===== src/rtl/lsu_pkg.sv =====
// Shared types and helpers for the load/store access controller.
package lsu_pkg;

  localparam logic [1:0] SIZE_B = 2'b00;
  localparam logic [1:0] SIZE_H = 2'b01;
  localparam logic [1:0] SIZE_W = 2'b10;

  typedef enum logic [1:0] {
    IDLE = 2'd0,
    REQ  = 2'd1,
    DONE = 2'd2,
    ERR  = 2'd3
  } lsu_state_e;

  // Size code 2'b11 is handled as a word access.
  function automatic logic isMisaligned(input logic [1:0] size, input logic [1:0] addrLo);
    logic bad;
    case (size)
      SIZE_B:  bad = 1'b0;
      SIZE_H:  bad = addrLo[0];
      default: bad = (addrLo != 2'b00);
    endcase
    return bad;
  endfunction

endpackage


===== src/rtl/lsu_store_align.sv =====
// Replicates store data across byte lanes and builds the matching write mask.
module lsu_store_align
  import lsu_pkg::*;
(
  input  logic [31:0] wdata_in,
  input  logic [1:0]  size_in,
  input  logic [1:0]  addr_lo_in,
  output logic [31:0] dm_wdata_out,
  output logic [3:0]  dm_wmask_out
);

  always_comb begin
    dm_wdata_out = wdata_in;
    dm_wmask_out = 4'b1111;
    case (size_in)
      SIZE_B: begin
        dm_wdata_out = {4{wdata_in[7:0]}};
        dm_wmask_out = 4'b0001 << addr_lo_in;
      end
      SIZE_H: begin
        dm_wdata_out = {2{wdata_in[15:0]}};
        dm_wmask_out = addr_lo_in[1] ? 4'b1100 : 4'b0011;
      end
      default: begin
        dm_wdata_out = wdata_in;
        dm_wmask_out = 4'b1111;
      end
    endcase
  end

endmodule


===== src/rtl/lsu_access_ctrl.sv =====
// Sequences execute-stage loads/stores onto the data-memory req/ack port,
// stalling the pipeline and holding load-extraction controls between loads.
module lsu_access_ctrl
  import lsu_pkg::*;
#(
  parameter int TIMEOUT_CYCLES = 16,
  parameter int CNT_W          = 5
) (
  input  logic        clk_in,
  input  logic        reset_in,
  input  logic        mem_req_in,
  input  logic        mem_we_in,
  input  logic [31:0] addr_in,
  input  logic [31:0] wdata_in,
  input  logic [1:0]  size_in,
  input  logic        unsigned_in,
  output logic        stall_out,
  output logic        dm_req_out,
  output logic        dm_we_out,
  output logic [31:0] dm_addr_out,
  output logic [31:0] dm_wdata_out,
  output logic [3:0]  dm_wmask_out,
  input  logic        dm_ack_in,
  input  logic [31:0] dm_rdata_in,
  output logic [31:0] dmdata_out,
  output logic [1:0]  lu_addr_1_to_0_out,
  output logic [1:0]  lu_size_out,
  output logic        lu_unsigned_out,
  output logic        load_valid_out,
  output logic        misaligned_out,
  output logic        bus_error_out
);

  localparam bit TIMEOUT_EN = (TIMEOUT_CYCLES != 0);
  localparam logic [CNT_W-1:0] TIMEOUT_LAST = CNT_W'(TIMEOUT_EN ? TIMEOUT_CYCLES - 1 : 0);

  lsu_state_e        state_q, state_d;
  logic [CNT_W-1:0]  timeoutCnt_q;
  logic              capWe_q;
  logic [31:0]       capAddr_q;
  logic [1:0]        capSize_q;
  logic              capUnsigned_q;
  logic [31:0]       capWdata_q;
  logic [3:0]        capWmask_q;
  logic              errBus_q;
  logic [31:0]       dmdata_q;
  logic [1:0]        luAddr_q;
  logic [1:0]        luSize_q;
  logic              luUnsigned_q;

  logic [31:0]       alignWdata;
  logic [3:0]        alignWmask;
  logic              reqMisaligned;
  logic              timeoutHit;

  lsu_store_align u_store_align (
    .wdata_in     (wdata_in),
    .size_in      (size_in),
    .addr_lo_in   (addr_in[1:0]),
    .dm_wdata_out (alignWdata),
    .dm_wmask_out (alignWmask)
  );

  assign reqMisaligned = isMisaligned(size_in, addr_in[1:0]);
  assign timeoutHit    = TIMEOUT_EN && (timeoutCnt_q == TIMEOUT_LAST);

  always_ff @(posedge clk_in) begin
    if (reset_in) state_q <= IDLE;
    else          state_q <= state_d;
  end

  // Ack has priority over timeout when both land in the same REQ cycle.
  always_comb begin
    state_d = state_q;
    case (state_q)
      IDLE: if (mem_req_in) state_d = reqMisaligned ? ERR : REQ;
      REQ: begin
        if (dm_ack_in)       state_d = DONE;
        else if (timeoutHit) state_d = ERR;
      end
      DONE:    state_d = IDLE;
      ERR:     state_d = IDLE;
      default: state_d = IDLE;
    endcase
  end

  always_ff @(posedge clk_in) begin
    if (reset_in) begin
      timeoutCnt_q  <= '0;
      capWe_q       <= 1'b0;
      capAddr_q     <= '0;
      capSize_q     <= '0;
      capUnsigned_q <= 1'b0;
      capWdata_q    <= '0;
      capWmask_q    <= '0;
      errBus_q      <= 1'b0;
      dmdata_q      <= '0;
      luAddr_q      <= '0;
      luSize_q      <= '0;
      luUnsigned_q  <= 1'b0;
    end else begin
      timeoutCnt_q <= (state_q == REQ) ? timeoutCnt_q + CNT_W'(1) : '0;
      if (state_q == IDLE && mem_req_in) begin
        capWe_q       <= mem_we_in;
        capAddr_q     <= addr_in;
        capSize_q     <= size_in;
        capUnsigned_q <= unsigned_in;
        capWdata_q    <= alignWdata;
        capWmask_q    <= mem_we_in ? alignWmask : 4'b0000;
        errBus_q      <= 1'b0;
      end
      if (state_q == REQ && !dm_ack_in && timeoutHit) errBus_q <= 1'b1;
      // Load-extraction controls move only when a load actually completes.
      if (state_q == REQ && dm_ack_in && !capWe_q) begin
        dmdata_q     <= dm_rdata_in;
        luAddr_q     <= capAddr_q[1:0];
        luSize_q     <= capSize_q;
        luUnsigned_q <= capUnsigned_q;
      end
    end
  end

  always_comb begin
    stall_out      = 1'b0;
    dm_req_out     = 1'b0;
    dm_we_out      = 1'b0;
    dm_wmask_out   = 4'b0000;
    load_valid_out = 1'b0;
    misaligned_out = 1'b0;
    bus_error_out  = 1'b0;
    case (state_q)
      IDLE: stall_out = mem_req_in;
      REQ: begin
        stall_out    = 1'b1;
        dm_req_out   = 1'b1;
        dm_we_out    = capWe_q;
        dm_wmask_out = capWmask_q;
      end
      DONE: load_valid_out = !capWe_q;
      ERR: begin
        misaligned_out = !errBus_q;
        bus_error_out  = errBus_q;
      end
      default: stall_out = 1'b0;
    endcase
  end

  assign dm_addr_out        = {capAddr_q[31:2], 2'b00};
  assign dm_wdata_out       = capWdata_q;
  assign dmdata_out         = dmdata_q;
  assign lu_addr_1_to_0_out = luAddr_q;
  assign lu_size_out        = luSize_q;
  assign lu_unsigned_out    = luUnsigned_q;

endmodule


===== config.mk =====
export PLATFORM = sky130hd
export DESIGN_NAME = lsu_access_ctrl
export DESIGN_NICKNAME = d
export VERILOG_FILES = /design/src/rtl/lsu_pkg.sv /design/src/rtl/lsu_store_align.sv /design/src/rtl/lsu_access_ctrl.sv
export SDC_FILE = /design/constraint.sdc
export NUM_CORES = 1
export LEC_CHECK = 0
export ABC_AREA = 0
export CAP_MARGIN = 30
export CORE_MARGIN = 3
export CORE_UTILIZATION = 35
export DETAILED_ROUTE_END_ITERATION = 8
export DONT_BUFFER_PORTS = 1
export GPL_ROUTABILITY_DRIVEN = 0
export HOLD_SLACK_MARGIN = 0.08
export PLACE_DENSITY_LB_ADDON = 0.3
export SYNTH_ARGS = -nofsm -noshare
export SYNTH_HDL_FRONTEND = slang
export SYNTH_HIERARCHICAL = 1
export SYNTH_SLANG_ARGS = --single-unit

===== constraint.sdc =====
create_clock -name clk_in -period 3.15 [get_ports clk_in]
set_input_delay 0.63 -clock clk_in [delete_from_list [all_inputs] [get_ports clk_in]]
set_output_delay 0.63 -clock clk_in [all_outputs]
set_load 0.05 [all_outputs]

# Yosys cells after proc, flatten, opt, wreduce, memory -nomap -nowiden
# Index checks and enable logic that the tools add are counted.
dict set report totals {
  in_bits 104
  regBits 117
  elab_cells 57
  output_inout_bits 111
}
dict set report classes {
  n_reduce_logical 15
  muxes 19
  n_addsub 1
  shift 1
  bitwise 1
  eq_ne 7
}
# cell n
set ops {}
lappend ops {{$pmux 32 s2} 1}
lappend ops {{$mux 4} 3}
lappend ops {{$mux 2} 4}
lappend ops {{$pmux 4 s2} 1}
lappend ops {{$mux 1} 7}
lappend ops {{$pmux 2 s3} 1}
lappend ops {{$add 5x1->5 const B} 1}
lappend ops {{$eq 5x4->1 const B} 1}
lappend ops {{$logic_and 1x1->1} 5}
lappend ops {{$eq 2x1->1 const B} 2}
lappend ops {{$eq 2x2->1 const B} 2}
lappend ops {{$logic_not 2->1} 2}
lappend ops {{$pmux 1 s2} 2}
lappend ops {{$reduce_bool 2->1} 2}
lappend ops {{$reduce_or 2->1} 2}
lappend ops {{$shl 1x2->4 const A} 1}
lappend ops {{$logic_not 1->1} 3}
lappend ops {{$ne 3x3->1 const B} 1}
lappend ops {{$ne 2x2->1 const B} 1}
lappend ops {{$reduce_and 2->1} 1}
lappend ops {{$not 1->1} 1}

# Logic depth before layout (Yosys ltp)
# Gate-level depths: netlist of the first run.
dict set report depth {
  word_depth 5
  mapped_depth 6
  mapped_depth_nobuf 6
}

# Hierarchy
# Netlist of the first run, hierarchy kept.
# module instances cells_per_inst seq_area_each_um2 area_per_inst_um2
set modules_own_cells {}
lappend modules_own_cells {lsu_access_ctrl 1 556 2342.2 4404.2}
lappend modules_own_cells {lsu_store_align 1 60 0.0 531.8}

# Least setup slack after synthesis of the first run
# No wires, ideal clock.
dict set report synth_timing {
  kind {register to output}
  start {register state_q[0]}
  end {output dm_we_out}
  path_buffers 2
  stages_incl_launch_ff 5
  arrival_ns 1.665
  slack_ns 0.855
  required_time_ns 2.520
  path_cell_list {dfxtp_1 buf_6 nor2b_1 clkbuf_1 and2_1}
}
dict set report synth_between {
  elab_chain_cells 2
}
# item line
set synth_rtl {}
lappend synth_rtl {{start: declaration} lsu_access_ctrl.sv:37} ;# lsu_state_e state_q, state_d;
lappend synth_rtl {{start signal: assignment} lsu_access_ctrl.sv:69} ;# else state_q <= state_d;
lappend synth_rtl {{$eq 2x1->1} lsu_access_ctrl.sv:131} ;# case (state_q)
lappend synth_rtl {{$mux 1} lsu_access_ctrl.sv:131}
lappend synth_rtl {{end: declaration} lsu_access_ctrl.sv:19} ;# output logic dm_we_out,
# Every way passes these cells.

# Worst setup path after layout of the first run
dict set report layout_timing {
  start {register state_q[0]}
  end {output dm_wmask_out[1]}
}
dict set report layout_between {
  elab_chain_cells 2
}
# item line
set layout_rtl {}
lappend layout_rtl {{$eq 2x1->1} lsu_access_ctrl.sv:131}
lappend layout_rtl {{$mux 4} lsu_access_ctrl.sv:131}
lappend layout_rtl {{end: declaration} lsu_access_ctrl.sv:22} ;# output logic [3:0] dm_wmask_out,
# Every way passes these cells.

==> impl_results.md, run 1 <==
* H-tree levels at 4
* Setup Viol. Count Final at 0
* Layout cells sized above 1 at 12.1%
* Final hold vios at 0
* Final net count at between 600 and 700
* DR pass1 iterations at 4
* Simple-gate portion of the synthesized area at roughly a fifth
* Combinational family with the most area after synthesis: simple AND/OR/NAND/NOR gates
* CORE AREA at about 14000 sq um
* Routed Antenna Nets at 0
* Post-Synthesis Cell Area at about 4900 sq um
* Initial core utilization at between 30% and 40%
* CTS buffer count at 17
* Reg2reg start: state_q[0]
* Ys Warns at 6
* Status: completed
* Leading area contributor after synthesis: dfxtp_1
* Clk buf depth at 2
* Total detailed-routing wirelength at around 12 mm
* Top post-synthesis cells by area: dfxtp_1 (47%), nand2_1 (17%), a21oi_1 (11%)
* Mean routed wirelength per cell at between 15 and 20 um
* Placed insts at approximately 730
* Compound-Gate Fraction of Synth Area at 13.7%
* Critical path arrival at between 1500 and 2000 ps
* First-pass GRT wire length at between 15 and 20 mm
* VDD IR-drop max at between 0.3 and 0.4 mV
* # diodes at 0
* Mux contribution to synthesized area at about 5.3%
* P per Cell Area at 756 nW/um^2
* Largest net degree at the start of global routing at 114
* Clock root buffer: clkbuf_16
* Period utilization at between 80% and 90%
* Crit path cell chain: nor2b_1, and2_1, buf_4
* Initial antenna violation count at 0
* Synth Area in XOR/XNOR at less than 1%
* I/O pin count at about 220
* Vias/cell at roughly 5
* Max cap viols at 0
* Global Route Usage Sum at about 16%
* CP bufs+invs at 1
* RSZ-0062 raised after global routing: false
* CP Launch Point: state_q[0]
* Cell count after synthesis at between 600 and 700
* Die area at 15600 sq um
* Clock sinks at about 120
* Slew margin rel. at 36.5%
* GRT Residual Overflow at 0
* Fillers at around 1400
* R2R cell count at 4
* Crit end category: output port
* Post-route DRC at 0
* Worst-Skew Late Latency at around 400 ps
* Most frequent cells in the layout: nand2_1 (224), dfxtp_1 (117), a21oi_1 (112)
* Internal reg-to-reg setup slack at about 1300 ps
* Leakage at about 2.0 nW
* Setup TNS at 0 ps
* WP depth at 3
* Clk slew on worst S/H paths at 50 ps
* Die height at between 100 and 150 um
* Worst Tran Pin Value at roughly 950 ps
* Synth cell types at 32
* Setup crit end: dm_wmask_out[1]
* DRC marker count from the first detailed-route iteration at 206
* Hold WC Path Type: in -> reg
* Crit path kind: reg -> out
* Adder-cell share of the synthesized area at less than 1%
* Crit path required time at 2520 ps
* Slowest CP cell: nor2b_1
* Rows at 42
* Post-route insts no fill at 756
* Chip width at roughly 120 um
* Setup Buffers After CTS at 0
* Post-synthesis sequential area ratio at 47.5%
* CP Launch Type: flip-flop
* CP top delay family: simple AND/OR/NAND/NOR gates
* CTS tree: built
* Area Growth Syn to Fin at 7.71%
* PortBufs at 0
* Post-cts sizing count at 0
* Avg Inst Size Synth at 8.01 sq um
* DP HPWL at 8.76 mm
* Via count at 3762
* Hold-fix buffer count after cts at 0
* Crit Reg-Reg Endpoint: errBus_q
* Minimum clock period at 2520 ps
* Vias in the first global route at 3749
* Final Max Tran Viols at 0
* Max incr delay on CP at 540 ps
* Leading cell type in the layout, fill and taps excluded: nand2_1
* Register bit total from synthesis at approximately 120
* CP Max Fanout at 11
* Fin Clk Skew at 8.02 ps
* FMAX at 397 MHz
* Yosys top cell area share at about 47%
-- cells in the mapped netlist --
| cell type | instances |
|---|---|
| dfxtp_1 | 117 |
| and2_1 | 5 |
| mux2i_1 | 8 |
| xor2_1 | 1 |
| buf_6 | 6 |
| nand2b_1 | 1 |
| nor2_4 | 1 |
| clkbuf_1 | 13 |
| nor3b_1 | 2 |
| o21ai_0 | 1 |
| buf_8 | 1 |
| nand2_1 | 224 |
| a21o_1 | 2 |
| and3_1 | 3 |
| a21oi_1 | 112 |
| nor2_1 | 12 |
| buf_4 | 44 |
| conb_1 | 1 |
| or3b_1 | 1 |
| o21bai_1 | 2 |
| and4bb_2 | 1 |
| nand3_1 | 5 |
| o21ai_2 | 8 |
| mux2_2 | 16 |
| inv_1 | 4 |
| a32oi_1 | 1 |
| buf_2 | 18 |
| nand2b_4 | 1 |
| nand4bb_1 | 1 |
| ha_1 | 2 |
| nor2b_1 | 1 |
| xnor2_1 | 1 |
-- worst min-delay path by stage --
stage               cells after the start            start  slack [ps]              end
CTS                                     1         reset_in         270   dmdata_out[24]
global route                            1         reset_in         270   dmdata_out[29]
global placement                        1  timeoutCnt_q[0]         430  timeoutCnt_q[0]
floorplan                               1  timeoutCnt_q[0]         420  timeoutCnt_q[0]
finish                                  1         reset_in         300   dmdata_out[28]
detailed placement                      2     capSize_q[1]         440   lu_size_out[1]
-- per-stage QoR --
step,area (sq um),util [%],setup WS (ps),hold slack [ps],total power [mW]
floorplan,4940,-,855,418,2.21
global placement,4740,35.1,1050,430,2.19
detailed placement,4740,35.1,1030,443,2.21
CTS,5310,39.3,568,270,4.08
global route,5320,39.4,424,273,4.19
finish,5320,39.4,628,302,4.02
-- flip-flops by register name, summed over array words and instances, names as in the netlist --
| register | count |
|---|---|
| state_q | 2 |
| capWmask_q | 4 |
| errBus_q | 1 |
| capUnsigned_q | 1 |
| lu_unsigned_out | 1 |
| timeoutCnt_q | 5 |
| lu_size_out | 2 |
| dm_wdata_out | 32 |
| capSize_q | 2 |
| dmdata_out | 32 |
| capWe_q | 1 |
| lu_addr_1_to_0_out | 2 |
| capAddr_q | 32 |
-- layout make-up --
cell class	count	area, sq um	area share (%)
Clock buffer	26	499	9.39
Clock inverter	4	70.1	1.32
Inverter	4	15.0	0.282
Multi-Input combinational cell	414	2040	38.4
Sequential cell	117	2340	44.1
Tap cell	176	220	4.14
Timing Repair Buffer	15	129	2.42
-- cells by family (layout without fill, tap and decap cells) --
| group | count (synthesis) | count (layout) |
|---|---|---|
| mux | 24 | 24 |
| compound gates | 126 | 126 |
| fa+ha+maj | 2 | 2 |
| simple gates | 258 | 258 |
| flops | 117 | 117 |
| xor+xnor | 2 | 2 |
| buf+inv | 86 | 49 |
| other cells | 1 | 2 |
-- power breakdown --
| group | internal, mW | total [mW] | switching [mW] |
|---|---|---|---|
| Sequential | 1.57 | 1.88 | 0.312 |
| Combinational | 0.114 | 0.294 | 0.180 |
| Clock | 1.24 | 1.85 | 0.611 |
-- layer usage --
layer  GRT usage (%)  part of all wire, %  up-vias
li1                -                    -     1866
met1            17.6                   40     1732
met2            25.3                   46      146
met3            8.92                   11       18
met4            6.45                  1.8        0
met5               0                    0        -
Note: power is estimated with default switching activity, not from simulation.
==> run 2: changes to the inputs <==
Clock period 3.15 ns to 2.2 ns, I/O delays scaled along.
==> impl_results.md, run 2 (same netlist as run 1, synthesis figures left out) <==
* Seq pwr share at between 40% and 50%
* Chip width at 125 um
* Crit end category: output port
* Die area at around 16000 sq um
* CORE AREA at 13500 sq um
* Minimum clock period at 2040 ps
* Period utilization at approximately 93%
* I/O pin count at approximately 220
* CP Max Fanout at 11
* PortBufs at 0
* Most frequent cells in the layout: nand2_1 (224), dfxtp_1 (117), a21oi_1 (112)
* Rows at 42
* CTS tree: built
* Crit path kind: reg -> out
* Leading cell type in the layout, fill and taps excluded: nand2_1
* Slew margin rel. at 51.5%
* DP HPWL at ~8.6 mm
* Clk buf depth at 2
* Clock Power Share at roughly 46%
* Mean routed wirelength per cell at ~16 um
* Worst Tran Pin Value at 728 ps
* Hold slack at 111 ps
* Placed insts at 725
* VDD IR-drop max at roughly 0.44 mV
* Via count at 3775
* Vias in the first global route at around 3700
* Crit path required time at about 1800 ps
* DR pass1 iterations at 4
* Max cap viols at 0
* Largest net degree at the start of global routing at approximately 110
* Setup Viol. Count Final at 0
* First-pass GRT wire length at between 15 and 20 mm
* Clock sinks at 117
* Layout cells sized above 1 at between 10% and 20%
* H-tree levels at 4
* Initial core utilization at roughly 37%
* FMAX at ~490 MHz
* Post-route insts no fill at between 700 and 800
* Final net count at 676
* Critical path arrival at 1600 ps
* RSZ-0062 raised after global routing: false
* Initial antenna violation count at 0
* Cell Int Power at ~4.1 mW
* Clk slew on worst S/H paths at ~50 ps
* Fin Clk Skew at around 6.2 ps
* DRC marker count from the first detailed-route iteration at 133
* Global Route Usage Sum at between 10% and 20%
* Worst-Skew Late Latency at roughly 400 ps
* Die height at about 120 um
* # diodes at 0
* CP Launch Type: flip-flop
* Status: completed
* Routed Antenna Nets at 0
* Setup TNS at 0 ps
* Combinational group share of total power at roughly 7.3%
* Area Growth Syn to Fin at 9.30%
* P per Cell Area at around 1100 nW/um^2
* Switching power at approximately 1.6 mW
* Hold WC Path Type: in -> reg
* Clock root buffer: clkbuf_16
* GRT Residual Overflow at 0
* Leakage at 2.00 nW
* Total detailed-routing wirelength at between 10 and 15 mm
* Final hold vios at 0
* Switch share at 28.4%
* Post-route DRC at 0
* Vias/cell at between 4 and 5
* CTS buffer count at 17
* Final Max Tran Viols at 0
run 2: changes by cell type in the layout (fill, tap and decap cells not counted), sizes merged:
cell / before / now
clkinvlp: 0 / 2
clkinv: 2 / 6
clkbuf: 26 / 22
buf: 15 / 14
dlygate4sd3: 0 / 2
run 2: through the flow:
step	power, mW	worst slack, ps	util (%)	instance area, sq um
final	5.75	159	39.9	5400
after global routing	6.00	49.6	39.9	5400
after CTS	5.84	29.6	39.8	5380
after detailed placement	3.16	351	35.5	4800
after global placement	3.14	380	35.5	4800
after floorplan	3.17	94.7	-	4940
run 2: timing repair:
action                                  CTS  global route
pin swaps                                 0             0
hold endpoints to repair                  3             3
endpoints found under the setup margin    5             5
cloned                                    0             0
hold buffers                              1             1
resized for setup                         1             1
buffers inserted                          0             0
run 2: cell type report:
| type | instances | area, sq um |
|---|---|---|
| repair buffers | 16 | 200 |
| inverters | 4 | 15.0 |
| flip-flops and latches | 117 | 2340 |
| well taps | 176 | 220 |
| clock inverters | 10 | 105 |
| clock buffers | 22 | 464 |
| fillers | 1402 | 8110 |
| multi-input cells | 414 | 2050 |
run 2: power groups by stage:
stage / Sequential (mW) / Clock, mW / Combinational (mW)
floorplan: 2.56 / 0 / 0.603
global placement: 2.73 / 0 / 0.410
detailed placement: 2.74 / 0 / 0.423
CTS: 2.69 / 2.72 / 0.426
global route: 2.70 / 2.81 / 0.478
finish: 2.69 / 2.64 / 0.421
run 2: worst max-delay path, stage by stage (launching register included):
cell and delay (ps):
dfxtp_1 530, nor2b_4 300, and2_1 210, buf_12 150
run 2: path summary, 6_finish.rpt:
kind / slack, ps / end / cells past startpoint / startpoint
setup / recovery: 160 / dm_wmask_out[1] / 3 / state_q[0]
hold / removal: 110 / dmdata_out[21] / 1 / reset_in
setup reg to reg: 490 / dmdata_out[4] / 3 / state_q[0]
hold reg to reg: 440 / lu_unsigned_out / 2 / capUnsigned_q
run 2: routing by layer:
layer | up-vias | global-route usage [%] | share of wire (%)
li1 | 1876 | - | -
met1 | 1740 | 17.7 | 40
met2 | 148 | 25.2 | 47
met3 | 11 | 8.83 | 12
met4 | 0 | 6.00 | 1.5
met5 | - | 0 | 0
==> run 3: changes to the inputs <==
Settings changed: SLEW_MARGIN set to 20.
==> results of run 3 <==
Final layout, timing and power as in run 2 (identical DEF).
==> patch 1, RTL diff (flow settings as in run 2) <==
Change the parameter `CNT_W` from 5 to 10.
--- a/src/rtl/lsu_access_ctrl.sv
+++ b/src/rtl/lsu_access_ctrl.sv
@@ -5,5 +5,5 @@
 #(
   parameter int TIMEOUT_CYCLES = 16,
-  parameter int CNT_W          = 5
+  parameter int CNT_W          = 10
 ) (
   input  logic        clk_in,
Behaviour: same outputs for any inputs over 10 cycles, from zero or initial values and one cycle with reset_in high; that may be too few to reach the edited logic, so the function may still have changed.
==> patch 1 against run 2 <==
  * Total power is 4.2% higher
  * Worst setup slack better by 0.0061 ns
  * Sequential cell count is 5 higher
  * Global-route usage is 0.52 points lower
  * Design area is 4.9% higher
  * Clock skew is 0.0018 ns higher
  * Wire length is 3.7% higher
  * Area after synthesis is 5.8% higher
  * Critical path type unchanged
==> patch 1: results (changes against run 2) <==
| Metric | Value |
|---|---|
| Netlist cell types | 41 (was 32) |
| ANT cells | 0 (unchanged) |
| Setup violators final | 0 (unchanged) |
| Inserted Clock Buffers | 17 (unchanged) |
| RR Startpoint | state_q[1]$_SDFFE_PP0P_ (was state_q[0]$_SDFFE_PP0P_) |
| Post-place setup slack | 0.480 ns (was 0.351 ns) |
| Seq/Total Area, Yosys | 46.8% (was 47.5%) |
| Status | finished clean (unchanged) |
| CP Max Fanout | 10 (was 11) |
| Met3 Use GR | 6.50% (was 8.83%) |
| CTS H-tree depth | 4 (unchanged) |
| Final max-slew violation count | 0 (unchanged) |
| DP HPWL | 8980 um (was 8560 um) |
| Largest net degree at the start of global routing | 112 (unchanged) |
| Most frequent cell after synthesis | nand2_1 (unchanged) |
| Synth cell count leaders | 226 x nand2_1, 122 x dfxtp_1, 115 x a21oi_1 (was 224 x nand2_1, 117 x dfxtp_1, 112 x a21oi_1) |
| Placed insts | 761 (was 725) |
| Vias | 3963 (was 3775) |
| Worst Setup SP | state_q[0]$_SDFFE_PP0P_ (unchanged) |
| Synth top area cells | dfxtp_1 47%, nand2_1 16%, a21oi_1 11% (was dfxtp_1 47%, nand2_1 17%, a21oi_1 11%) |
| M2 GR Usage | 25.7% (was 25.2%) |
| Number of antenna violations at the first check in global routing | 0 (unchanged) |
| Leakage | 2.06 nW (was 2.00 nW) |
| Clk buf depth | 2 (unchanged) |
| FFs w/ async S/R, synth | 0% (unchanged) |
| Hold WC Path Type | input port to register (unchanged) |
| Pint | 4.35 mW (was 4.12 mW) |
| Synth warnings | 6 (unchanged) |
| Final instance area | 0.00566 mm2 (was 0.00540 mm2) |
| First-pass GRT wire length | 19800 um (was 19900 um) |
| Final global-route overflow total | 0 (unchanged) |
| Skew-Pair Late Insertion Delay | ~0.41 ns |
| Max IR drop VDD | 0.000565 V (was 0.000437 V) |
| CP Data Arrival Time | 1.60 ns (about the same) |
| Share of cells above drive strength 1 | 12.3% (was 12.7%) |
| Main flop type after synthesis | dfxtp_1 (unchanged) |
| CTS Root Cell | clkbuf_16 (unchanged) |
| Initial DRT Pass Iterations | 4 (unchanged) |
| Worst Hold Launch | reset_in (unchanged) |
| Drt initial violations | 179 (was 133) |
| Number of port buffers | 0 (unchanged) |
| Actual slew at the worst max-slew pin | 0.633 ns (was 0.728 ns) |
| Clock skew | 0.00801 ns (was 0.00620 ns) |
| Total GRT Usage | 15.3% (was 15.9%) |
| Post-synthesis cell count | 643 (was 616) |
| Number of fill cells | 1495 (was 1402) |
| Post-Layout Cell Count | 793 (was 759) |
| Number of global-route vias before repair | 3840 (was 3705) |
| Post-CTS Setup Inserts | 0 (unchanged) |
| Final WL | 12900 um (was 12400 um) |
| Post-DP Area | 0.00505 mm2 (was 0.00480 mm2) |
| Fin nets | 702 (was 676) |
| Met1 GRT Util | 17.4% (was 17.7%) |
| CTS clk-pin slew, worst paths | 0.05 ns (about the same) |
## patch 1: kinds of logic (layout without fill, tap and decap cells)
logic type / count (synthesis) / after routing / share of synthesized area, %
simple gates: 271 / 271 / 21.7
compound gates: 136 / 136 / 14.2
buf+inv: 85 / 50 / 11.5
other cells: 1 / 2 / 0.0718
flops: 122 / 122 / 46.8
mux: 24 / 24 / 4.98
fa+ha+maj: 1 / 1 / 0.240
xor+xnor: 3 / 3 / 0.503
## patch 1: path summary, 6_finish.rpt
| path | end | slack [ns] | cells after the start |
|---|---|---|---|
| max | dm_wmask_out[3] | 0.16 | 4 |
| min | capAddr_q[4]$_SDFFE_PP0P_ | 0.12 | 1 |
| max reg2reg | errBus_q$_SDFFE_PP0P_ | 0.62 | 3 |
| min reg2reg | capWmask_q[3]$_SDFFE_PP0P_ | 0.45 | 2 |
## patch 1: worst max-delay path, stage by stage, from the launching register on
cell	delay, ns
dfxtp_2	0.41
nor2b_1	0.16
buf_4	0.25
and2_1	0.22
buf_12	0.15
## patch 1: layout make-up
cell class / instances / area share [%]
sequential: 122 / 43.2
clock buffer: 23 / 8.45
timing repair buffer: 16 / 3.27
multi-input combinational: 437 / 38.8
tap: 184 / 4.07
clock inverter: 8 / 2.08
inverter: 3 / 0.199
## patch 1: repair_timing
| action | CTS | global route |
|---|---|---|
| gates resized for setup | 0 | 1 |
| endpoints found under the setup margin | 0 | 5 |
| hold endpoints to repair | 2 | 0 |
| hold buffers | 1 | 0 |
## patch 1: routing by layer
layer / part of all wire (%) / vias to the layer above
met5: 0 / -
met4: 1.4 / 0
met3: 9.5 / 13
met2: 49 / 162
met1: 40 / 1809
li1: - / 1979
## patch 1: power groups by stage
| stage | sequential (mW) | clock (mW) | combinational, mW |
|---|---|---|---|
| finish | 2.78 | 2.79 | 0.418 |
| global route | 2.79 | 2.97 | 0.477 |
| CTS | 2.78 | 2.88 | 0.427 |
| detailed placement | 2.83 | 0 | 0.425 |
| global placement | 2.83 | 0 | 0.409 |
| floorplan | 2.66 | 0 | 0.624 |
==> patch 2, RTL diff (settings of run 2) <==
Made on the original files. Put a register stage on the output `bus_error_out`, cleared by the reset. The value now appears one clock later. The other outputs are not delayed to match.
--- a/src/rtl/lsu_access_ctrl.sv
+++ b/src/rtl/lsu_access_ctrl.sv
@@ -34,4 +34,6 @@
   localparam bit TIMEOUT_EN = (TIMEOUT_CYCLES != 0);
   localparam logic [CNT_W-1:0] TIMEOUT_LAST = CNT_W'(TIMEOUT_EN ? TIMEOUT_CYCLES - 1 : 0);
+
+  logic bus_error_d;
 
   lsu_state_e        state_q, state_d;
@@ -128,5 +130,5 @@
     load_valid_out = 1'b0;
     misaligned_out = 1'b0;
-    bus_error_out  = 1'b0;
+    bus_error_d    = 1'b0;
     case (state_q)
       IDLE: stall_out = mem_req_in;
@@ -140,5 +142,5 @@
       ERR: begin
         misaligned_out = !errBus_q;
-        bus_error_out  = errBus_q;
+        bus_error_d    = errBus_q;
       end
       default: stall_out = 1'b0;
@@ -153,4 +155,12 @@
   assign lu_unsigned_out    = luUnsigned_q;
 
+  always_ff @(posedge clk_in) begin
+    if (reset_in) begin
+      bus_error_out <= '0;
+    end else begin
+      bus_error_out <= bus_error_d;
+    end
+  end
+
 endmodule
 
Function: no difference found for any inputs over 10 cycles, from zero or initial values and one cycle with reset_in high; that may be too few to reach the edited logic, so the function may still have changed.
==> patch 2 against run 2 <==
  * Design area is 0.53% higher
  * Highest routed layer unchanged
  * First-iteration DRC count is 56% higher
  * Critical path type unchanged
  * Wire length is 0.80% higher
  * Worst setup slack better by 0.021 ns
  * Fmax is 1.1% higher
  * Largest cell class unchanged
  * Sequential cell count is 1 higher
  * Total power is 1.2% lower
  * Area after synthesis is 0.41% higher
==> patch 2: results (changes against run 2) <==
| Metric | Value |
|---|---|
| Metal-1 WL | 4850 um (was 4940 um) |
| Total GRT Usage | 16.2% (was 15.9%) |
| Hold_buf cts | 3 (was 1) |
| Post-place setup slack | 0.365 ns (was 0.351 ns) |
| Seq/Total Area, Yosys | 47.7% (was 47.5%) |
| XOR/XNOR Fraction of Synth Area | 0.353% (was 0.355%) |
| WL met2 | 6020 um (was 5840 um) |
| Synth cell count leaders | 224 x nand2_1, 118 x dfxtp_1, 112 x a21oi_1 (was 224 x nand2_1, 117 x dfxtp_1, 112 x a21oi_1) |
| Compound-gate portion of the synthesized area | 13.6% (was 13.7%) |
| Status | finished clean (unchanged) |
| DP HPWL | 8510 um (was 8560 um) |
| CP Max Fanout | 10 (was 11) |
| Worst setup path endpoint | dm_wmask_out[2] (was dm_wmask_out[1]) |
| Actual slew at the worst max-slew pin | 0.734 ns (was 0.728 ns) |
| Hold endpoint | dmdata_out[18]$_SDFFE_PP0P_ (was dmdata_out[21]$_SDFFE_PP0P_) |
| M2 GR Usage | 26.8% (was 25.2%) |
| Leakage | 2.00 nW (about the same) |
| Met3 Use GR | 7.85% (was 8.83%) |
| Share of cells above drive strength 1 | 12.2% (was 12.7%) |
| Crit path time final | 2.02 ns (was 2.04 ns) |
| Final WL | 12500 um (was 12400 um) |
| Synth top area cells | dfxtp_1 48%, nand2_1 17%, a21oi_1 11% (was dfxtp_1 47%, nand2_1 17%, a21oi_1 11%) |
| Largest net degree at the start of global routing | 80 (was 112) |
| Netlist cell types | 33 (was 32) |
| Mux cell area share after synthesis | 5.25% (was 5.27%) |
==> patch 2: changes by cell type after synthesis, sizes merged <==
cell / change
and3: -1
buf: +1
dfxtp: +1
nor3b: +1
==> patch 2: critical path: cells and delay by family, from the launching register on <==
family,cells,cell delay [ns]
and+or+nand+nor,2,0.52
buffers and inverters,1,0.15
DFF,1,0.50
==> patch 2: layout make-up <==
class	instances	area share, %
Tap cell	176	4.06
Multi-Input combinational cell	414	37.8
Timing Repair Buffer	15	4.24
Clock buffer	24	8.70
Clock inverter	8	1.38
Inverter	4	0.277
Sequential cell	118	43.6
==> patch 2: power by group <==
group / internal (mW) / switching (mW)
registers: 2.26 / 0.444
clock network: 1.61 / 0.929
logic: 0.172 / 0.268
total: 4.04 / 1.64
==> patch 2: through the flow <==
stage               instances  instance area, um2  hold WS, ns
global route              759                5420       0.0804
finish                    759                5420        0.115
global placement          724                4830        0.427
CTS                       759                5420       0.0800
floorplan                 619                4960        0.418
detailed placement        724                4830        0.433
